$ cat config.mk
export PLATFORM = sky130hd
export DESIGN_NAME = kth_largest_alu
export DESIGN_NICKNAME = d
export VERILOG_FILES = /design/src/rtl/kth_largest_alu.sv
export SDC_FILE = /design/constraint.sdc
export NUM_CORES = 1
export LEC_CHECK = 0
export BUFFER_PORTS_ARGS = -buffer_cell sky130_fd_sc_hd__buf_2
export CAP_MARGIN = 20
export CELL_PAD_IN_SITES_DETAIL_PLACEMENT = 0
export CELL_PAD_IN_SITES_GLOBAL_PLACEMENT = 2
export CORE_MARGIN = 2
export CORE_UTILIZATION = 40
export CTS_BUF_LIST = sky130_fd_sc_hd__clkbuf_8
export DETAILED_ROUTE_END_ITERATION = 8
export HOLD_SLACK_MARGIN = 0.08
export PLACE_DENSITY = 0.95
export SLEW_MARGIN = 5
export SYNTH_ARGS = -nofsm -noshare
export SYNTH_HDL_FRONTEND = slang
export SYNTH_SLANG_ARGS = --single-unit
$ cat constraint.sdc
create_clock -name clk -period 6 [get_ports clk]
set_input_delay 0.3 -clock clk [delete_from_list [all_inputs] [get_ports clk]]
set_output_delay 0.3 -clock clk [all_outputs]
set_load 0.05 [all_outputs]
$ cat src/rtl/kth_largest_alu.sv
// Streaming ALU that ranks each run's results in a descending top-K_MAX list
// and reports the k-th largest one with a single-cycle finish pulse.
module kth_largest_alu #(
    parameter int DATA_W = 8,
    parameter int CNT_W  = 8,
    parameter int K_MAX  = 4,
    parameter int KS_W   = 3
) (
    input  logic              clk,
    input  logic              rst,
    input  logic              start,
    input  logic [CNT_W-1:0]  count,
    input  logic [KS_W-1:0]   k_sel,
    input  logic              valid,
    input  logic [DATA_W-1:0] data_A,
    input  logic [DATA_W-1:0] data_B,
    input  logic [3:0]        instruction,
    output logic [DATA_W-1:0] kth_largest,
    output logic              finish,
    output logic              underflow,
    output logic              illegal_op,
    output logic [1:0]        state_dbg
);

    // Handshake: an item is taken on any rising edge where valid=1 while in
    // RUN and the run is not yet complete; there is no ready, so the source
    // must hold each item for exactly one accepted edge.

    typedef enum logic [1:0] {
        IDLE  = 2'd0,
        RUN   = 2'd1,
        DRAIN = 2'd2,
        DONE  = 2'd3
    } state_t;

    localparam logic [KS_W-1:0] K_MAX_V = KS_W'(K_MAX);

    state_t              state_q, state_d;
    logic                accept, clear;
    logic [CNT_W-1:0]    cnt_r, acc_cnt, acc_next;
    logic [KS_W-1:0]     k_r, k_eff;
    logic [DATA_W-1:0]   alu_res, alu_r, sel_val;
    logic                s1_valid, illegal_run, enough;
    logic [DATA_W-1:0]   list_q [K_MAX];
    logic [DATA_W-1:0]   list_d [K_MAX];
    logic [K_MAX-1:0]    occ_q, occ_d, ins;
    logic [2*DATA_W-1:0] prod;

    assign state_dbg = state_q;
    assign acc_next  = acc_cnt + 1'b1;

    always_comb begin
        if (k_sel == '0)
            k_eff = KS_W'(1);
        else if (k_sel > K_MAX_V)
            k_eff = K_MAX_V;
        else
            k_eff = k_sel;
    end

    always_comb begin
        prod = {{DATA_W{1'b0}}, data_A} * {{DATA_W{1'b0}}, data_B};
        case (instruction)
            4'd0:    alu_res = data_A + data_B;
            4'd1:    alu_res = data_A - data_B;
            4'd2:    alu_res = data_A & data_B;
            4'd3:    alu_res = data_A | data_B;
            4'd4:    alu_res = data_A ^ data_B;
            4'd5:    alu_res = (data_A >= data_B) ? data_A : data_B;
            4'd6:    alu_res = (data_A <= data_B) ? data_A : data_B;
            4'd7:    alu_res = (data_A >= data_B) ? (data_A - data_B) : (data_B - data_A);
            4'd8:    alu_res = prod[DATA_W-1:0];
            default: alu_res = '0;
        endcase
    end

    always_comb begin
        state_d = state_q;
        accept  = 1'b0;
        clear   = 1'b0;
        case (state_q)
            IDLE: begin
                if (start) begin
                    clear   = 1'b1;
                    state_d = (count == '0) ? DRAIN : RUN;
                end
            end
            RUN: begin
                // A restart takes priority; a valid in the same cycle is dropped.
                if (start) begin
                    clear   = 1'b1;
                    state_d = (count == '0) ? DRAIN : RUN;
                end else if (valid) begin
                    accept = 1'b1;
                    if (acc_next == cnt_r)
                        state_d = DRAIN;
                end
            end
            DRAIN:   state_d = DONE;
            DONE:    state_d = IDLE;
            default: state_d = IDLE;
        endcase
    end

    always_ff @(posedge clk or posedge rst) begin
        if (rst)
            state_q <= IDLE;
        else
            state_q <= state_d;
    end

    // Parallel compare-and-shift: every slot the new value beats moves down one.
    always_comb begin
        for (int i = 0; i < K_MAX; i++)
            ins[i] = !occ_q[i] || (alu_r > list_q[i]);
        list_d[0] = ins[0] ? alu_r : list_q[0];
        occ_d[0]  = ins[0] ? 1'b1  : occ_q[0];
        for (int i = 1; i < K_MAX; i++) begin
            if (!ins[i]) begin
                list_d[i] = list_q[i];
                occ_d[i]  = occ_q[i];
            end else if (ins[i-1]) begin
                list_d[i] = list_q[i-1];
                occ_d[i]  = occ_q[i-1];
            end else begin
                list_d[i] = alu_r;
                occ_d[i]  = 1'b1;
            end
        end
    end

    always_comb begin
        sel_val = '0;
        for (int i = 0; i < K_MAX; i++)
            if (KS_W'(i + 1) == k_r)
                sel_val = list_q[i];
        enough = (32'(acc_cnt) >= 32'(k_r));
    end

    always_ff @(posedge clk or posedge rst) begin
        if (rst) begin
            cnt_r       <= '0;
            acc_cnt     <= '0;
            k_r         <= '0;
            alu_r       <= '0;
            s1_valid    <= 1'b0;
            illegal_run <= 1'b0;
            occ_q       <= '0;
            for (int i = 0; i < K_MAX; i++)
                list_q[i] <= '0;
        end else if (clear) begin
            cnt_r       <= count;
            k_r         <= k_eff;
            acc_cnt     <= '0;
            s1_valid    <= 1'b0;
            illegal_run <= 1'b0;
            occ_q       <= '0;
            for (int i = 0; i < K_MAX; i++)
                list_q[i] <= '0;
        end else begin
            if (s1_valid) begin
                occ_q <= occ_d;
                for (int i = 0; i < K_MAX; i++)
                    list_q[i] <= list_d[i];
            end
            s1_valid <= accept;
            if (accept) begin
                alu_r   <= alu_res;
                acc_cnt <= acc_next;
                if (instruction >= 4'd9)
                    illegal_run <= 1'b1;
            end
        end
    end

    always_ff @(posedge clk or posedge rst) begin
        if (rst) begin
            kth_largest <= '0;
            finish      <= 1'b0;
            underflow   <= 1'b0;
            illegal_op  <= 1'b0;
        end else if (state_q == DONE) begin
            finish      <= 1'b1;
            kth_largest <= enough ? sel_val : '0;
            underflow   <= !enough;
            illegal_op  <= illegal_run;
        end else begin
            finish <= 1'b0;
        end
    end

endmodule

==> implementation parameters, run 1 <==
Parameter                              Value

Worst hold path
  HP Class    in2reg
  Hold Path Origin    k_sel[2]
  Hold Path Sink    k_r[0]
  Worst Hold Depth    2

Route
  Total length of routed wires    about 21000 um
  Number of vias after detailed routing    ~6.6k
  Average wire length per cell after detail routing    18.6 um
  Drc violations    0
  Iter 0 DRT Violations    648
  Detailed-route vias per instance    about 5.7
  DRT Pass-1 Iters    5
  DRT antenna net count    0

Floorplanning
  Number of rows in the core area    49
  Die footprint    0.0195 mm2
  Total core area    0.0180 mm2
  Starting utilization of the core area    between 40% and 50%
  Boundary Pins    48
  Height of the die    between 100 and 150 um
  Die span in x    ~140 um

STA
  Setup skew after layout    approximately 10 ps
  Final number of hold-violating endpoints    0
  Final Max Slew Viols    0
  Achievable frequency    239 MHz
  Hold Worst Slack    roughly 140 ps
  RSZ-0062 raised after global routing    false
  Final setup violation count    0
  Remaining max-slew budget at the tightest pin    around 31%
  Final worst setup slack    about 1800 ps
  Final worst-path cycle share    69.7%
  Setup TNS Final    0 ps
  Pin slew with the least headroom to its limit    1020 ps
  Shortest period the worst path allows    roughly 4200 ps

Logic synthesis
  Number of nets produced by synthesis    around 1k
  Total standard cell area after synthesis    approximately 0.0074 mm2
  Syn_area_per_cell    approximately 8.3 um2
  Number of instances in the synthesized netlist    890
  Portion of synthesized cell area occupied by the leading cell type    26.5%
  EDFF count, synth    0
  Async set or reset register ratio after synthesis    between 90% and 100%
  Seq/Total Area, Yosys    a little over a quarter
  Warning count from the yosys run    0
  Largest cells by area after synthesis    sky130_fd_sc_hd__dfrtp_1, sky130_fd_sc_hd__ha_1, sky130_fd_sc_hd__nand2_1
  Post-synth top flop    sky130_fd_sc_hd__dfrtp_1
  Largest area contributor in the synthesized netlist    sky130_fd_sc_hd__dfrtp_1
  Library cells used by synthesis    68
  Synth Register Bits    78

Worst setup path
  R2R cell count    8
  Flop2flop setup slack    around 3200 ps
  Crit. End Element    flop
  Startpoint type of the worst setup path    input port
  Critical setup path kind    in2reg
  R2r endpoint    list_q[19]
  Crit-path max FO    9
  Launch instance of the worst register-to-register path    alu_r[1]
  Critical Path AT    between 4000 and 5000 ps
  Critical Path RT    6240 ps

GRT
  Global-route wire length before repair    between 30000 and 40000 um
  Vias in the first global route    ~6.4k
  Pin count of the biggest net entering global routing    79
  Number of antenna violations at the first check in global routing    0
  Global routing usage summed across all routing layers    between 20% and 30%
  GR Overflow Total    0

Clock network
  Buffers inserted by post-CTS timing repair    0
  Maximum clock insertion buffer count    2
  Cell at the root of the clock tree    sky130_fd_sc_hd__clkbuf_8
  Clock latency on the worst-skew pair    roughly 360 ps
  Resized Gates After CTS    0
  Number of buffers inserted during clock tree synthesis    9
  TritonCTS sink count    between 70 and 80
  Clock tree from TritonCTS    built
  Clock-pin slew reported for the worst setup and hold paths after clock tree synthesis    80 ps
  Number of hold-repair buffers added at the cts stage    0
  CTS HTree Levels    3

Pwr
  Worst VDD drop    between 0.15 and 0.2 mV
  P per Cell Area    between 300 and 400 mW/mm2
  Static leakage    roughly 3.8 nW

Layout
  Layout area overhead    9.65%
  Final-layout fill cell count    ~1.8k
  Fraction of layout instances using a drive strength above 1    9.53%
  Commonest cells after routing, fill and taps aside    sky130_fd_sc_hd__nand2_1, sky130_fd_sc_hd__inv_1, sky130_fd_sc_hd__ha_1
  ANT cells    0
  Final nets    about 1.1k
  Leading cell type in the layout, fill and taps excluded    sky130_fd_sc_hd__nand2_1
  Final core utilization    44.8%
  Cell Count, Final, Fillers Out    about 1.2k

Place
  Placed instance count    around 1.1k
  Port Buffers    47
  Pre-CTS setup slack    roughly 1500 ps
  Placer Congestion    between 0.9 and 1
  Final HPWL from detailed placement    between 15000 and 20000 um

Run
  Number of maximum-capacitance violations    0

Run status
  Result of the run    complete, no violations
## cell usage after synthesis, drive strengths merged (10+ instances only)
library cell  count
dfrtp            78
fa               15
a211oi           16
o21ai            60
clkbuf           34
inv              90
a31oi            10
nor2b            17
mux2i            28
nor2             50
xor2             13
a21oi            76
and3             14
nand3            17
a22oi            11
ha               83
a21o             10
a221o            10
o21a             10
nand2           118
xnor2            18
nor4             10
## report_power, final
group	leakage, nW	total (mW)	switching, mW	internal (mW)
registers	1.04	0.893	0.237	0.655
logic	2.59	1.22	0.728	0.491
clock network	0.122	0.498	0.200	0.299
total	3.75	2.61	1.16	1.45
## through the flow
| step | cell area, um2 | total power, mW |
|---|---|---|
| 3_5_place_dp | 7780 | 2.11 |
| 6_report | 8080 | 2.61 |
| 4_1_cts | 8040 | 2.62 |
| 5_1_grt | 8080 | 2.84 |
| 3_3_place_gp | 7770 | 2.10 |
| 2_1_floorplan | 7360 | 1.75 |
## worst max-delay path by stage
stage / start / endpoint / slack, ps / cells past startpoint
floorplan: data_A[3] / alu_r[7] / 2040 / 16
global placement: data_A[1] / alu_r[7] / 1600 / 16
detailed placement: data_A[1] / alu_r[7] / 1500 / 16
CTS: data_A[1] / alu_r[7] / 1910 / 16
global route: data_A[0] / alu_r[7] / 1690 / 17
finish: data_A[0] / alu_r[7] / 1820 / 17
## layout make-up
cell class	count	area, um2	share of cell area, %
well taps	229	287	3.55
multi-input cells	681	4900	60.7
repair buffers	57	333	4.12
clock inverters	5	105	1.30
flip-flops and latches	78	1950	24.2
clock buffers	11	151	1.87
inverters	91	343	4.25
## worst max-delay path: stages
cell and delay [ps]:
sky130_fd_sc_hd__buf_2 130, sky130_fd_sc_hd__clkinv_1 300, sky130_fd_sc_hd__nor2_1 200, sky130_fd_sc_hd__ha_1 160, sky130_fd_sc_hd__inv_1 50, sky130_fd_sc_hd__fa_1 520
sky130_fd_sc_hd__inv_1 40, sky130_fd_sc_hd__ha_1 300, sky130_fd_sc_hd__fa_1 540, sky130_fd_sc_hd__fa_1 490, sky130_fd_sc_hd__a21o_1 170, sky130_fd_sc_hd__a21oi_1 170
sky130_fd_sc_hd__xnor3_1 230, sky130_fd_sc_hd__xnor3_1 390, sky130_fd_sc_hd__nor2b_1 50, sky130_fd_sc_hd__a311oi_1 240, sky130_fd_sc_hd__a31oi_1 120
## state kept, by name, indices dropped and copies added (netlist names), 2 cells and up
signal       count
cnt_r            8
alu_r            8
acc_cnt          8
occ_q            4
k_r              3
state_dbg        2
kth_largest      8
list_q          32
## cell families (layout without fill, tap and decap cells)
| family | count (synthesis) | count (layout) | share of synthesized area (%) |
|---|---|---|---|
| multiplexers | 33 | 33 | 4.57 |
| flip-flops | 78 | 78 | 26.5 |
| AO/OA/AOI/OAI | 252 | 252 | 22.4 |
| adder cells (fa/ha/maj) | 98 | 98 | 18.2 |
| buffers and inverters | 131 | 164 | 6.90 |
| AND/OR/NAND/NOR | 265 | 265 | 17.1 |
| XOR/XNOR | 33 | 33 | 4.30 |
## layer usage
layer / track usage, % / wire length, um / up-vias
met4: 7.00 / 558 / 0
li1: - / - / 3185
met1: 31.3 / 9880 / 3159
met3: 2.99 / 979 / 42
met5: 0 / 0 / -
met2: 35.7 / 9990 / 211
(Power assumes the default switching activity.)
==> run 2, diff against run 1 <==
ABC_AREA = 1   (was not set)
CORE_UTILIZATION = 37   (was 40)
clock period = 4.2 ns   (was 6 ns; I/O delays follow)
==> implementation parameters, run 2 <==
Parameter                              Value

STA
  RSZ-0062 raised after global routing    false
  Final worst-path cycle share    between 80% and 90%
  Final setup violation count    0
  Shortest period the worst path allows    approximately 3700 ps
  Final number of hold-violating endpoints    0
  Pin slew with the least headroom to its limit    around 1000 ps
  Remaining max-slew budget at the tightest pin    about 33%
  Setup TNS Final    0 ps
  Achievable frequency    ~270 MHz
  Final Max Slew Viols    0
  Setup skew after layout    approximately 6 ps

Logic synthesis
  Largest cells by area after synthesis    sky130_fd_sc_hd__dfrtp_1, sky130_fd_sc_hd__nand2_1, sky130_fd_sc_hd__ha_1
  Seq/Total Area, Yosys    a little over a quarter
  Warning count from the yosys run    0
  Total standard cell area after synthesis    ~0.0074 mm2
  EDFF count, synth    0
  Number of nets produced by synthesis    roughly 1.2k
  Library cells used by synthesis    46
  Most frequent cell after synthesis    sky130_fd_sc_hd__nand2_1
  Portion of synthesized cell area occupied by the leading cell type    a little over a quarter
  Most instantiated cells after synthesis    sky130_fd_sc_hd__nand2_1, sky130_fd_sc_hd__inv_1, sky130_fd_sc_hd__ha_1
  Syn_area_per_cell    7.12 um2
  Post-synth top flop    sky130_fd_sc_hd__dfrtp_1
  Number of instances in the synthesized netlist    ~1.0k
  Largest area contributor in the synthesized netlist    sky130_fd_sc_hd__dfrtp_1
  Synth Register Bits    about 80
  Async set or reset register ratio after synthesis    100%

Pwr
  Static leakage    between 4 and 5 nW
  Logic pwr share    between 50% and 60%
  Cell internal power dissipation    1.84 mW
  Worst VDD drop    around 0.17 mV
  P per Cell Area    approximately 450 mW/mm2
  Net switching component of the power    between 1.5 and 2 mW
  Total power consumption of the routed design    3.68 mW
  Fraction of power spent switching nets    between 40% and 50%
  Portion of total power attributed to sequential cells    32.1%
  Clock share of power    about 15%

Layout
  Final-layout fill cell count    around 2.1k
  Number of flip-flops in the largest register    32
  Final nets    roughly 1.2k
  ANT cells    0
  Leading cell type in the layout, fill and taps excluded    sky130_fd_sc_hd__nand2_1
  Most flop-heavy register    list_q
  Multi-input combinational cell area    roughly 0.0047 mm2
  Layout area overhead    9.42%
  Commonest cells after routing, fill and taps aside    sky130_fd_sc_hd__nand2_1, sky130_fd_sc_hd__inv_1, sky130_fd_sc_hd__ha_1
  Storage element area    around 0.002 mm2
  Fraction of layout instances using a drive strength above 1    around 10%

Run status
  Result of the run    complete, no violations

Worst setup path
  Critical setup path kind    in2reg
  Launch instance of the worst register-to-register path    alu_r[3]
  Critical Path RT    between 4000 and 5000 ps
  Critical Path AT    3930 ps
  R2r endpoint    occ_q[2]
  Flop2flop setup slack    between 1000 and 1500 ps
  R2R cell count    7
  Startpoint type of the worst setup path    input port
  Crit-path max FO    8
  Crit. End Element    flop

Worst hold path
  HP Class    in2reg
  Hold Path Sink    k_r[1]
  Worst Hold Depth    3
  Hold Path Origin    k_sel[1]

Floorplanning
  Height of the die    ~150 um
  Die span in x    146 um
  Starting utilization of the core area    a little under two fifths
  Boundary Pins    48
  Die footprint    roughly 0.021 mm2
  Number of rows in the core area    51
  Total core area    ~0.020 mm2

GRT
  Global-route wire length before repair    around 35000 um
  GR Overflow Total    0
  Vias in the first global route    ~6.6k
  Global routing usage summed across all routing layers    20.5%
  Number of antenna violations at the first check in global routing    0
  Pin count of the biggest net entering global routing    between 40 and 50

Clock network
  Cell at the root of the clock tree    sky130_fd_sc_hd__clkbuf_8
  Resized Gates After CTS    0
  Clock-pin slew reported for the worst setup and hold paths after clock tree synthesis    around 80 ps
  Clock latency on the worst-skew pair    around 370 ps
  Clock tree from TritonCTS    built
  Maximum clock insertion buffer count    2
  TritonCTS sink count    a little under 80
  Number of buffers inserted during clock tree synthesis    9
  CTS HTree Levels    3

Route
  DRT Pass-1 Iters    5
  Number of vias after detailed routing    around 7k
  Average wire length per cell after detail routing    between 15 and 20 um
  DRT antenna net count    0
  Detailed-route vias per instance    between 5 and 6
  Drc violations    0
  Iter 0 DRT Violations    461
  Total length of routed wires    approximately 22000 um

Run
  Number of maximum-capacitance violations    0

Place
  Port Buffers    47
  Placer Congestion    about 0.9
  Final HPWL from detailed placement    17200 um
==> run 2: power groups by stage <==
stage	logic [mW]	clock network (mW)	registers, mW
floorplan	1.29	0	1.30
global placement	1.92	0	1.19
detailed placement	1.95	0	1.20
CTS	1.96	0.557	1.18
global route	2.21	0.585	1.21
finish	1.95	0.551	1.18
==> run 2: kinds of logic after synthesis <==
family	share of synthesized area (%)
xor+xnor	1.77
flops	26.2
buf+inv	10.6
simple gates	27.1
fa+ha+maj	18.0
compound gates	16.3
==> run 2: routing by layer <==
| layer | global-route usage, % | vias to the layer above | share of wire, % |
|---|---|---|---|
| met3 | 1.82 | 31 | 3.3 |
| met4 | 6.08 | 0 | 2.0 |
| li1 | - | 3498 | - |
| met1 | 28.0 | 3249 | 48 |
| met5 | 0 | - | 0 |
| met2 | 34.7 | 160 | 47 |
==> run 2: worst max-delay path by stage <==
stage	start	to	slack, ps	cells after the start
after floorplan	data_A[1]	alu_r[7]	620	20
after global placement	data_A[3]	alu_r[7]	250	21
after detailed placement	data_A[3]	alu_r[7]	120	21
after CTS	data_A[3]	alu_r[7]	510	21
after global routing	data_A[3]	alu_r[7]	220	23
final	data_A[3]	alu_r[7]	530	21
==> run 2: layout make-up <==
cell class | count | area share, %
multi-input combinational | 779 | 57.7
sequential | 78 | 24.0
inverter | 164 | 7.77
timing repair buffer | 59 | 4.18
tap | 265 | 4.08
clock buffer | 9 | 1.52
clock inverter | 7 | 0.723
==> run 2: critical path, stage by stage <==
cell	delay, ps
sky130_fd_sc_hd__buf_2	180
sky130_fd_sc_hd__ha_1	220
sky130_fd_sc_hd__inv_1	100
sky130_fd_sc_hd__fa_1	540
sky130_fd_sc_hd__inv_1	50
sky130_fd_sc_hd__ha_1	260
sky130_fd_sc_hd__inv_1	50
sky130_fd_sc_hd__fa_1	510
sky130_fd_sc_hd__fa_1	560
sky130_fd_sc_hd__inv_1	40
sky130_fd_sc_hd__ha_1	330
sky130_fd_sc_hd__a21oi_1	190
sky130_fd_sc_hd__nand2_1	70
sky130_fd_sc_hd__nand2_1	70
sky130_fd_sc_hd__nand4_1	80
sky130_fd_sc_hd__nand2_1	90
sky130_fd_sc_hd__nand3_1	70
sky130_fd_sc_hd__nand3_1	80
sky130_fd_sc_hd__nand4_1	80
sky130_fd_sc_hd__nand2_1	80
sky130_fd_sc_hd__nand2_1	50
==> run 2: repair_timing <==
action,CTS,global route
buffers inserted,0,0
hold buffers,6,0
endpoints found under the hold margin,44,0
==> run 2: stage by stage <==
stage / area [um2] / std cells / setup slack [ps] / utilization [%] / hold WS [ps]
2_1_floorplan: 7440 / 1045 / 621 / - / 320
3_3_place_gp: 7890 / 1339 / 254 / 40.3 / 359
3_5_place_dp: 7890 / 1339 / 120 / 40.3 / 360
4_1_cts: 8140 / 1361 / 512 / 41.5 / 88.8
5_1_grt: 8140 / 1361 / 222 / 41.5 / 112
6_report: 8140 / 1361 / 530 / 41.5 / 103
